--- config.mk ---
export PLATFORM = sky130hd
export DESIGN_NAME = gpio_iomem_arbiter
export DESIGN_NICKNAME = d
export VERILOG_FILES = /design/src/rtl/gpio_arb_pkg.sv /design/src/rtl/gpio_rr_arb2.sv /design/src/rtl/gpio_iomem_arbiter.sv
export SDC_FILE = /design/constraint.sdc
export NUM_CORES = 1
export LEC_CHECK = 0
export ABC_AREA = 1
export BUFFER_PORTS_ARGS = -buffer_cell sky130_fd_sc_hd__buf_2
export CAP_MARGIN = 20
export CORE_AREA = 5 5 113 115
export DETAILED_ROUTE_END_ITERATION = 16
export DIE_AREA = 0 0 118 120
export PLACE_DENSITY = 0.51
export SETUP_SLACK_MARGIN = 0.1
export SLEW_MARGIN = 10
export SYNTH_ARGS = -nofsm -noshare
export SYNTH_HDL_FRONTEND = slang
export SYNTH_SLANG_ARGS = --single-unit
export TNS_END_PERCENT = 50
--- constraint.sdc ---
create_clock -name clk -period 1.8 [get_ports clk]
set_input_delay 0.09 -clock clk [delete_from_list [all_inputs] [get_ports clk]]
set_output_delay 0.09 -clock clk [all_outputs]
set_load 0.02 [all_outputs]
--- src/rtl/gpio_arb_pkg.sv ---
// Shared types and constants for the GPIO iomem arbiter.
// Optional timeout logic in the top level is enabled by GPIO_ARB_TIMEOUT_EN.
package gpio_arb_pkg;

    typedef enum logic [1:0] {
        IDLE  = 2'd0,
        BUSY0 = 2'd1,
        BUSY1 = 2'd2
    } arb_state_e;

    // Read data handed back to a master whose access timed out
    localparam logic [31:0] ERR_RDATA_DEFAULT = 32'hFFFF_FFFF;

    // Width of the BUSY-cycle timeout counter (covers TIMEOUT_CYCLES up to 255)
    localparam int unsigned TO_CNT_W = 8;

endpackage

--- src/rtl/gpio_rr_arb2.sv ---
// Combinational two-way round-robin picker.
// A lone request wins outright; on a tie the requester that was not served
// last wins.
module gpio_rr_arb2 (
    input  logic [1:0] req,
    input  logic       last,
    output logic [1:0] gnt,
    output logic       any
);

    // One-hot grant selection with rotating priority on a tie
    always_comb begin
        gnt = '0;
        any = |req;
        if (req == 2'b11) begin
            gnt = last ? 2'b01 : 2'b10;
        end else begin
            gnt = req;
        end
    end

endmodule

--- src/rtl/gpio_iomem_arbiter.sv ---
// Two-master round-robin arbiter in front of the GPIO controller iomem port.
// A grant is held until the slave pulses s_ready (or the master drops valid),
// then priority rotates to the other master.
// Define GPIO_ARB_TIMEOUT_EN to force an error completion after
// TIMEOUT_CYCLES BUSY cycles without a slave ready.
module gpio_iomem_arbiter
    import gpio_arb_pkg::*;
#(
    parameter int unsigned TIMEOUT_CYCLES = 16,
    parameter logic [31:0] ERR_RDATA      = ERR_RDATA_DEFAULT
) (
    input  logic        clk,
    input  logic        resetn,

    input  logic [31:0] m0_addr,
    input  logic        m0_valid,
    input  logic        m0_wstrb,
    input  logic [31:0] m0_wdata,
    output logic [31:0] m0_rdata,
    output logic        m0_ready,

    input  logic [31:0] m1_addr,
    input  logic        m1_valid,
    input  logic        m1_wstrb,
    input  logic [31:0] m1_wdata,
    output logic [31:0] m1_rdata,
    output logic        m1_ready,

    output logic [31:0] s_addr,
    output logic        s_valid,
    output logic        s_wstrb,
    output logic [31:0] s_wdata,
    input  logic [31:0] s_rdata,
    input  logic        s_ready,

    output logic [1:0]  grant
);

    if (TIMEOUT_CYCLES < 2 || TIMEOUT_CYCLES > 255) begin : g_bad_timeout
        $error("gpio_iomem_arbiter: TIMEOUT_CYCLES must be within 2..255");
    end

    arb_state_e state_q, state_d;
    logic       last_grant_q, last_grant_d;
    logic [1:0] pick_gnt;
    logic       pick_any;
    logic       timeout_hit;

    gpio_rr_arb2 u_pick (
        .req  ({m1_valid, m0_valid}),
        .last (last_grant_q),
        .gnt  (pick_gnt),
        .any  (pick_any)
    );

`ifdef GPIO_ARB_TIMEOUT_EN
    localparam logic [TO_CNT_W-1:0] TO_LAST = TO_CNT_W'(TIMEOUT_CYCLES - 1);

    logic [TO_CNT_W-1:0] to_cnt_q, to_cnt_d;

    // Count consecutive unacknowledged BUSY cycles; zero whenever IDLE
    always_comb begin
        to_cnt_d = '0;
        if (state_q != IDLE && state_d != IDLE) begin
            to_cnt_d = to_cnt_q + 1'b1;
        end
    end

    // Timeout counter register
    always_ff @(posedge clk) begin
        if (!resetn) begin
            to_cnt_q <= '0;
        end else begin
            to_cnt_q <= to_cnt_d;
        end
    end

    assign timeout_hit = (state_q != IDLE) && !s_ready && (to_cnt_q == TO_LAST);
`else
    assign timeout_hit = 1'b0;
`endif

    // State and priority registers
    always_ff @(posedge clk) begin
        if (!resetn) begin
            state_q      <= IDLE;
            last_grant_q <= 1'b1;
        end else begin
            state_q      <= state_d;
            last_grant_q <= last_grant_d;
        end
    end

    // Next-state: arbitrate in IDLE, release on completion, abort or timeout
    always_comb begin
        state_d      = state_q;
        last_grant_d = last_grant_q;
        case (state_q)
            IDLE: begin
                if (pick_any) begin
                    if (pick_gnt[0]) begin
                        state_d = BUSY0;
                    end else if (pick_gnt[1]) begin
                        state_d = BUSY1;
                    end
                end
            end
            BUSY0: begin
                if (s_ready || timeout_hit || !m0_valid) begin
                    state_d      = IDLE;
                    last_grant_d = 1'b0;
                end
            end
            BUSY1: begin
                if (s_ready || timeout_hit || !m1_valid) begin
                    state_d      = IDLE;
                    last_grant_d = 1'b1;
                end
            end
            default: state_d = IDLE;
        endcase
    end

    // Outputs: route the owner to the slave and its completion back
    always_comb begin
        s_valid  = 1'b0;
        s_addr   = '0;
        s_wstrb  = 1'b0;
        s_wdata  = '0;
        grant    = '0;
        m0_ready = 1'b0;
        m1_ready = 1'b0;
        m0_rdata = timeout_hit ? ERR_RDATA : s_rdata;
        m1_rdata = timeout_hit ? ERR_RDATA : s_rdata;
        case (state_q)
            BUSY0: begin
                s_valid  = m0_valid;
                s_addr   = m0_addr;
                s_wstrb  = m0_wstrb;
                s_wdata  = m0_wdata;
                grant    = 2'b01;
                m0_ready = s_ready || timeout_hit;
            end
            BUSY1: begin
                s_valid  = m1_valid;
                s_addr   = m1_addr;
                s_wstrb  = m1_wstrb;
                s_wdata  = m1_wdata;
                grant    = 2'b10;
                m1_ready = s_ready || timeout_hit;
            end
            default: ;
        endcase
    end

endmodule

==> summary.txt <==
Detailed routing
  – TritonRoute pass-1 iters: 4
  – Final ANT Viol Nets: 0
  – Drt drc: 0
  – Drt total wl: 7.93 mm
  – Vias per cell: 3.94
  – DR vias: 2369
  – Wire length per cell: 13.2 um
  – 1st-iter DRT viols: 80

Synth
  – Top-count cell post-synth: nand2_1
  – Register area share after synthesis: 0.0357
  – Top-area cell type share of the netlist area: 0.321
  – Commonest register cell after synthesis: dfxtp_1
  – Yosys top cell by area: nand2_1
  – Fraction of registers with async set/reset: 0
  – Post-synth top cells: 144 x nand2_1, 70 x buf_4, 66 x a21oi_1
  – Post-Synthesis Cells: 325
  – Synth warn: 0
  – Main area contributors after synthesis: nand2_1 32%, buf_4 31%, a21oi_1 20%
  – Post-synth EDFFs: 0
  – Mapped cell area: 0.00168 sq mm
  – Synth Register Bits: 3
  – Synth unique cells: 12
  – Mapped Avg Cell Area: 5.17 sq um
  – Net Count, Synth: 497

Global routing
  – GRT Residual Overflow: 0
  – Largest net degree at the start of global routing: 68
  – Initial antenna violation count: 0
  – Vias in the first global route: 2184
  – Total track usage: 0.0895
  – First-pass GRT wire length: 10.8 mm

Hold path
  – Hold depth: 2
  – Hold Path Class: in2reg
  – HP Start: resetn
  – Worst Hold Endpoint: last_grant_q

Floorplanning
  – DIE WIDTH: 118 um
  – Die height: 120 um
  – Row count: 40
  – Die area: 0.0142 sq mm
  – IO Pins: 301
  – Initial Util: 0.144
  – Core region area: 0.0117 sq mm

Run status
  – Status: completed

Clock network
  – Clock transition at the registers of the reported paths: 30 ps
  – Hold_buf cts: 0
  – Clock Latency Late Sink: 220 ps
  – Clk sinks: 3
  – CTS root buf: clkbuf_16
  – Max Root-Sink Buffers: 2
  – CTS tree: built
  – Max H-tree Level: 1
  – TritonCTS Buffers: 3
  – Post-CTS setup buffer count: 0

Cells and area
  – Fin cells: 601
  – # diodes: 0
  – Layout area overhead: 53.1%
  – Post-layout util: 0.220
  – Nets: 627
  – Layout cells sized above 1: 0.493
  – FILL cells: 1355

Timing
  – RSZ-0062 raised after global routing: no
  – # setup viols final: 0
  – Relative slew slack: 0.889
  – Slack of the critical path: 168 ps
  – Slew @ Worst Pin: 165 ps
  – Min cycle time layout: 1630 ps
  – Setup TNS Final: 0 ps
  – Clk_skew: 3.01 ps
  – Final Slew Violations: 0
  – F_max: 0.613 GHz
  – Period utilisation layout: 0.907
  – Final hold viol count: 0

Power
  – Power per Cell Area: 742 mW/mm^2
  – Max IR drop VDD: 0.715 mV
  – Leak pwr: 1.36 nW

Critical path
  – Depth of the most critical reg-to-reg path: 8
  – Worst-path fanout max: 36
  – Worst R2R Start: state_q[0]
  – Reg2reg end: state_q[1]
  – Crit Path Class: reg2out
  – Critical Path Sink Type: primary output
  – WP data arrival: 1540 ps
  – Startpoint Class: flip-flop
  – CP required: 1710 ps
  – R2R setup slack: 470 ps

Run
  – Max-cap check violation count: 0

Place
  – Pre-CTS WS: 329 ps
  – GP Congestion: 0.755
  – HPWL after detailed placement: 5.79 mm
  – Port bufs: 204
  – Placed insts: 595
-- metal layers --
layer	wire length (um)	vias up	global-route usage	part of all wire
met4	116	0	0.0237	0.015
met5	0	-	0	0
met3	839	17	0.0363	0.11
li1	-	1214	-	-
met2	3840	138	0.161	0.48
met1	3130	1000	0.0976	0.40
-- cell usage in the layout (no fill, tap or decap) --
cell type,synthesis,routed
nor2_1,7,7
buf_12,0,5
ha_4,0,2
inv_2,0,3
nand2_1,144,144
buf_4,70,10
or2_2,1,1
nand3_1,3,3
nor3_1,1,1
dfxtp_2,0,2
buf_2,13,194
a21oi_2,0,2
a21oi_1,66,64
clkbuf_1,3,1
ha_1,5,3
inv_1,9,6
dfxtp_1,3,1
clkbuf_16,0,5
-- what timing repair did --
item / 4_1_cts / 5_1_grt
resized for setup: 0 / 18
gates cloned: 0 / 2
endpoints found under the setup margin: 3 / 66
-- area by class of cell --
| type | instances | area [sq um] | area share |
|---|---|---|---|
| well taps | 147 | 184 | 0.0715 |
| repair buffers | 211 | 1200 | 0.465 |
| flip-flops and latches | 3 | 62.6 | 0.0243 |
| inverters | 9 | 33.8 | 0.0131 |
| clock buffers | 4 | 78.8 | 0.0306 |
| multi-input cells | 227 | 1020 | 0.396 |
-- through the flow --
step,hold WS [ps],power [mW],area [sq um]
CTS,89.2,1.81,2470
floorplan,174,1.13,1680
global placement,180,1.45,2390
detailed placement,180,1.45,2390
global route,107,2.07,2570
finish,92.5,1.91,2570
-- flip-flops by register name, indices dropped and copies added (netlist names) --
signal / count
last_grant_q: 1
state_q: 2
-- critical path, cell delays in order (launching register included) --
cell     delay (ps)
dfxtp_2         360
inv_2            80
ha_1            300
inv_2            60
buf_12          160
a21oi_1         170
buf_4           170
-- how the worst max path moves through the flow --
stage                     startpoint          end  slack [ps]  cells after the start
after global routing      state_q[0]  s_wdata[27]         110                      6
after global placement    state_q[0]   s_wdata[5]         350                      6
after CTS                 state_q[1]  s_wdata[12]          90                      6
after floorplan           state_q[0]    s_addr[0]         320                      6
after detailed placement  state_q[1]  s_wdata[12]         330                      6
final                     state_q[0]  s_wdata[12]         170                      6
-- logic make-up after synthesis --
family,count (synthesis),share of synthesized area
DFF,3,0.0357
AOI/OAI and AO/OA,66,0.196
adders and majority gates,5,0.0372
buffers and inverters,95,0.378
and+or+nand+nor,156,0.353
-- power breakdown --
part | internal [mW] | switching, mW
Combinational | 0.542 | 0.915
Clock | 0.292 | 0.0624
Sequential | 0.0835 | 0.0148
Note: power is estimated with default switching activity, not from simulation.
